===== config.mk =====
export PLATFORM = sky130hd
export DESIGN_NAME = pwm_audio_dac
export DESIGN_NICKNAME = d
export VERILOG_FILES = /design/src/rtl/pwm_audio_dac.sv
export SDC_FILE = /design/constraint.sdc
export NUM_CORES = 1
export LEC_CHECK = 0
export CELL_PAD_IN_SITES_DETAIL_PLACEMENT = 1
export CELL_PAD_IN_SITES_GLOBAL_PLACEMENT = 1
export CORE_ASPECT_RATIO = 0.6
export CORE_UTILIZATION = 47
export CTS_BUF_LIST = sky130_fd_sc_hd__clkbuf_16
export DETAILED_ROUTE_END_ITERATION = 10
export PLACE_DENSITY_LB_ADDON = 0.1
export SLEW_MARGIN = 20
export SYNTH_ARGS = -nofsm -noshare
export SYNTH_HDL_FRONTEND = slang
export SYNTH_SLANG_ARGS = --single-unit

===== constraint.sdc =====
create_clock -name clk -period 6.3 [get_ports clk]
set_input_delay 1.26 -clock clk [delete_from_list [all_inputs] [get_ports clk]]
set_output_delay 1.26 -clock clk [all_outputs]
set_load 0.05 [all_outputs]

===== src/rtl/pwm_audio_dac.sv =====
// -----------------------------------------------------------------------------
// pwm_audio_dac
//   Audio output stage placed after the square-wave generator. The 8-bit sample
//   is scaled by an attack/sustain/release envelope that follows a note gate.
//   The scaled value is then turned into a 1-bit PWM stream for the speaker or
//   RC filter pin.
//
//   A frame is 256 PWM counter steps, and one step is PRESCALE clocks. The
//   envelope, the sample and the duty value are only updated on the last clock
//   of each frame.
//
// Parameters
//   PRESCALE      clocks per PWM counter step (>=1)
//   ATTACK_STEP   envelope increment per frame while attacking (1..255)
//   RELEASE_STEP  envelope decrement per frame while releasing (1..255)
//
// Ports
//   clk         system clock
//   reset       synchronous, active-high reset
//   sample_in   unsigned 8-bit sample (square_wave.square_out)
//   gate        note on (1) / note off (0), sampled at frame end
//   pwm_out     registered PWM (or sigma-delta) audio bit
//   frame_tick  one-clock pulse following the last clock of each frame
//   env_level   current envelope level
//   env_busy    1 while the envelope is not IDLE
//
// Build option
//   SIGMA_DELTA_EN  when defined, pwm_out comes from a first-order sigma-delta
//                   modulator driven by duty instead of the PWM comparator.
// -----------------------------------------------------------------------------
module pwm_audio_dac #(
  parameter int PRESCALE     = 1,
  parameter int ATTACK_STEP  = 16,
  parameter int RELEASE_STEP = 8
) (
  input  logic       clk,
  input  logic       reset,
  input  logic [7:0] sample_in,
  input  logic       gate,
  output logic       pwm_out,
  output logic       frame_tick,
  output logic [7:0] env_level,
  output logic       env_busy
);

  localparam int PW = (PRESCALE > 1) ? $clog2(PRESCALE) : 1;

  typedef enum logic [1:0] {IDLE, ATTACK, SUSTAIN, RELEASE} env_state_t;

  function automatic logic [7:0] sat_add(input logic [7:0] a, input logic [7:0] b);
    logic [8:0] s;
    s = {1'b0, a} + {1'b0, b};
    return s[8] ? 8'hFF : s[7:0];
  endfunction

  function automatic logic [7:0] sat_sub(input logic [7:0] a, input logic [7:0] b);
    return (b >= a) ? 8'h00 : (a - b);
  endfunction

  // Upper byte of the 16-bit product, so full scale times full scale gives 254.
  function automatic logic [7:0] scale(input logic [7:0] s, input logic [7:0] l);
    logic [15:0] p;
    p = 16'(s) * 16'(l);
    return p[15:8];
  endfunction

  logic [PW-1:0] presc_cnt;
  logic [7:0]    cnt;
  logic [7:0]    duty;
  env_state_t    state;
  env_state_t    state_nxt;
  logic [7:0]    level_nxt;
  logic          step_p0;
  logic          frame_end_p0;

  // Stage p0: step and frame-end decode from the counters
  assign step_p0      = (presc_cnt == PW'(PRESCALE - 1));
  assign frame_end_p0 = step_p0 && (cnt == 8'hFF);

  // Transitions apply the destination state's level action on the same frame
  // end. That way a re-gate during release keeps climbing from the current
  // level and never drops back to 0.
  always_comb begin
    env_state_t tgt;
    tgt       = state;
    state_nxt = state;
    level_nxt = env_level;
    case (state)
      IDLE:    tgt = gate ? ATTACK  : IDLE;
      ATTACK:  tgt = gate ? ATTACK  : RELEASE;
      SUSTAIN: tgt = gate ? SUSTAIN : RELEASE;
      RELEASE: tgt = gate ? ATTACK  : RELEASE;
      default: tgt = IDLE;
    endcase
    case (tgt)
      ATTACK: begin
        level_nxt = sat_add(env_level, 8'(ATTACK_STEP));
        state_nxt = (level_nxt == 8'hFF) ? SUSTAIN : ATTACK;
      end
      RELEASE: begin
        level_nxt = sat_sub(env_level, 8'(RELEASE_STEP));
        state_nxt = (level_nxt == 8'h00) ? IDLE : RELEASE;
      end
      SUSTAIN: begin
        level_nxt = 8'hFF;
        state_nxt = SUSTAIN;
      end
      default: begin
        level_nxt = 8'h00;
        state_nxt = IDLE;
      end
    endcase
  end

  // Stage p1: counters, frame tick, duty latch and envelope registers
  always_ff @(posedge clk) begin
    if (reset) begin
      presc_cnt  <= '0;
      cnt        <= '0;
      duty       <= '0;
      frame_tick <= 1'b0;
      state      <= IDLE;
      env_level  <= '0;
      env_busy   <= 1'b0;
    end else begin
      frame_tick <= frame_end_p0;
      if (step_p0) begin
        presc_cnt <= '0;
        cnt       <= cnt + 8'd1;
      end else begin
        presc_cnt <= presc_cnt + PW'(1);
      end
      if (frame_end_p0) begin
        duty      <= scale(sample_in, env_level);
        state     <= state_nxt;
        env_level <= level_nxt;
        env_busy  <= (state_nxt != IDLE);
      end
    end
  end

`ifdef SIGMA_DELTA_EN
  logic [8:0] acc;

  // Stage p2: first-order sigma-delta, the carry out is the audio bit
  always_ff @(posedge clk) begin
    if (reset) begin
      acc     <= '0;
      pwm_out <= 1'b0;
    end else begin
      acc     <= {1'b0, acc[7:0]} + {1'b0, duty};
      pwm_out <= acc[8];
    end
  end
`else
  // Stage p2: comparator PWM, one clock behind cnt
  always_ff @(posedge clk) begin
    if (reset) begin
      pwm_out <= 1'b0;
    end else begin
      pwm_out <= (cnt < duty);
    end
  end
`endif

endmodule


==> qor.yml <==
max_freq_ghz: 0.175
drtIter0Drc: 133
crit_type: "primary input to register"
cts_buffer_depth: 2
ff2ff_setup_slack_ns: 1.31
core_sq_um: 6940
ys_seq_area_frac: 0.171
routed_wl_microns: 9400
overflow: 0
skew_ns: 0.00352
ant_nets: 0
clk_latency_ns: 0.28
r2r_cells: 13
cp-end-kind: "register"
ioPinCount: 22
rsz0062_at_grt: "false"
synth-seq-cells: 30
gr-usage-all-layers: 0.262
synth_top_cell_by_area: "fa_1"
grt_max_degree: 26
synth_area_leaders: "fa_1, dfxtp_1, ha_1, and2_1, inv_1"
period_share: 0.909
power_density_nw_per_um2: 115
cap_viol_max_count: 0
cts_made_buffers: 5
dieArea_sq_um: 7840
cts_tree: "yes"
ys_types: 55
ys_top_cells_by_count: "inv_1, and2_1, ha_1"
rows: 23
synth_top_flop_cell: "dfxtp_1"
yosys.area.top_type_share: 0.199
cts_hold_buf: 0
antennaDiodeCount: 0
cts.clk_slew.worst_paths_ns: 0.05
status: "completed"
yosysMostFrequentCell: "inv_1"
maxSlewViolCount: 0
area_delta_synth_final_pct: 12.4
ir_drop_uv: 92.4
cts_resized: 0
timing.rr.start: "env_level[6]"
place_congestion: 0.792
r2r_end: "duty[6]"
slew_headroom: 0.443
hold_viol: 0
drive_above_1_share: 0.0523
die_h_microns: 69.0
syn_area_sq_um: 3520
path_max_fanout: 8
synth_edf_count: 0
final_util: 0.570
syn_nets: 495
nets: 511
hold_path_class: "register to register"
hold_depth: 2
post-route-drc-count: 0
post_drt_wl_per_cell_microns: 18.0
fin_hold_ws_ns: 0.458
dr.pass1.iters: 4
leakagePower_nw: 1.86
antenna_found_initial: 0
cts-root-buf: "clkbuf_16"
viasPerCell: 5.57
grt_pass1_wl_microns: 15300
crit_path_start_kind: "primary input"
cp.arrival_ns: 5.90
syn-instance-count: 404
setup_viol_count_final: 0
grt_pass1_vias: 3021
chipWidth_microns: 114
syn_area_per_cell_sq_um: 8.70
dp_hpwl_microns: 7380
async_flop_share: 0
vias: 2904
tns_ns: 0
worstHoldEndpoint: "duty[0]"
cts.sinks: 30
htree_num_levels: 2
layout_min_cycle_time_ns: 5.72
start_util: 0.507
critical_path_required_ns: 6.48
worst_slew_pin_slew_ns: 0.832
postCtsSetupRepairBufs: 0
ys.warnings.count: 0
min_from: "duty[0]"
port_buffers: 21
==> worst max-delay path by stage <==
stage | slack (ns) | depth (start not counted) | end | startpoint
3_5_place_dp | 0.28 | 14 | duty[6] | sample_in[1]
4_1_cts | 0.56 | 14 | duty[6] | sample_in[1]
2_1_floorplan | 1.23 | 12 | duty[6] | sample_in[2]
3_3_place_gp | 0.44 | 13 | duty[6] | sample_in[3]
6_report | 0.58 | 13 | duty[6] | sample_in[2]
5_1_grt | 0.37 | 14 | duty[6] | sample_in[2]
==> layout make-up <==
class	count	area [sq um]
Clock inverter	3	12.5
Timing Repair Buffer	24	233
Inverter	47	176
Clock buffer	5	125
Fill cell	806	2980
Sequential cell	30	601
Multi-Input combinational cell	312	2680
Tap cell	100	125
==> worst max-delay path, cell delays in order <==
cell	delay (ns)
clkdlybuf4s50_1	0.58
and2_1	0.27
fa_1	0.52
fa_1	0.54
fa_1	0.52
fa_1	0.43
ha_1	0.36
a21o_1	0.22
a311o_1	0.38
a21oi_2	0.15
o21ai_2	0.09
or4b_1	0.48
o311ai_1	0.10
==> per-stage QoR <==
stage	worst slack (ns)	instance area, sq um	power, W	cells
4_1_cts	0.558	3950	0.000458	521
6_report	0.575	3950	0.000454	521
3_5_place_dp	0.283	3810	0.000228	513
3_3_place_gp	0.440	3810	0.000227	513
2_1_floorplan	1.23	3520	0.000210	404
5_1_grt	0.374	3950	0.000470	521
==> report_power, final <==
| part | internal [W] | total (W) | switching [W] |
|---|---|---|---|
| combinational | 0.0000122 | 0.0000302 | 0.0000180 |
| sequential | 0.000192 | 0.000195 | 0.00000278 |
| clock | 0.000143 | 0.000229 | 0.0000865 |
==> layout by cell type (no fill, tap or decap), types with 2 or more instances in the layout <==
| cell type | netlist | final |
|---|---|---|
| xor2_1 | 5 | 5 |
| clkbuf_16 | 0 | 5 |
| nand4b_1 | 3 | 3 |
| a21oi_1 | 12 | 12 |
| ha_1 | 45 | 45 |
| nand4_1 | 3 | 3 |
| nor2_1 | 25 | 25 |
| dfxtp_1 | 30 | 30 |
| a21oi_2 | 2 | 2 |
| nand2b_1 | 3 | 3 |
| inv_1 | 47 | 48 |
| a32oi_1 | 2 | 2 |
| nand3_1 | 7 | 7 |
| nor3_1 | 9 | 9 |
| a21o_1 | 5 | 5 |
| o31ai_2 | 3 | 3 |
| o31a_1 | 2 | 2 |
| buf_4 | 0 | 3 |
| o311ai_1 | 2 | 2 |
| nor2b_1 | 2 | 2 |
| mux2i_1 | 3 | 3 |
| o21ai_1 | 11 | 11 |
| a211oi_1 | 3 | 3 |
| o21ai_0 | 3 | 3 |
| clkdlybuf4s50_1 | 0 | 21 |
| nand2_1 | 43 | 43 |
| and2_1 | 45 | 45 |
| or3_1 | 2 | 2 |
| xnor2_1 | 6 | 6 |
| nor3_2 | 2 | 2 |
| fa_1 | 35 | 35 |
| a211o_1 | 2 | 2 |
| a31oi_1 | 4 | 4 |
==> sequential cells by signal, indices dropped and copies added (netlist names) <==
| register | cells |
|---|---|
| frame_tick | 1 |
| state | 2 |
| pwm_out | 1 |
| presc_cnt | 1 |
| env_busy | 1 |
| cnt | 8 |
| duty | 8 |
| env_level | 8 |
==> layer usage <==
metal,up-vias,wire length [microns],part of all wire,track usage
met5,-,0,0,0
met3,10,369,0.039,0.0420
met4,0,91,0.0097,0.0658
met1,1456,4780,0.51,0.367
li1,1386,-,-,-
met2,52,4160,0.44,0.424
==> logic make-up (layout without fill, tap and decap cells) <==
group / after synthesis / count (layout) / share of synthesized area
and+or+nand+nor: 151 / 151 / 0.232
buffers and inverters: 62 / 79 / 0.0673
other: 1 / 1 / 0.00107
adders and majority gates: 80 / 80 / 0.359
AOI/OAI and AO/OA: 66 / 66 / 0.134
xor gates and xnor gates: 11 / 11 / 0.0274
muxes: 3 / 3 / 0.00854
DFF: 30 / 30 / 0.171
Note: power is estimated with default switching activity, not from simulation.
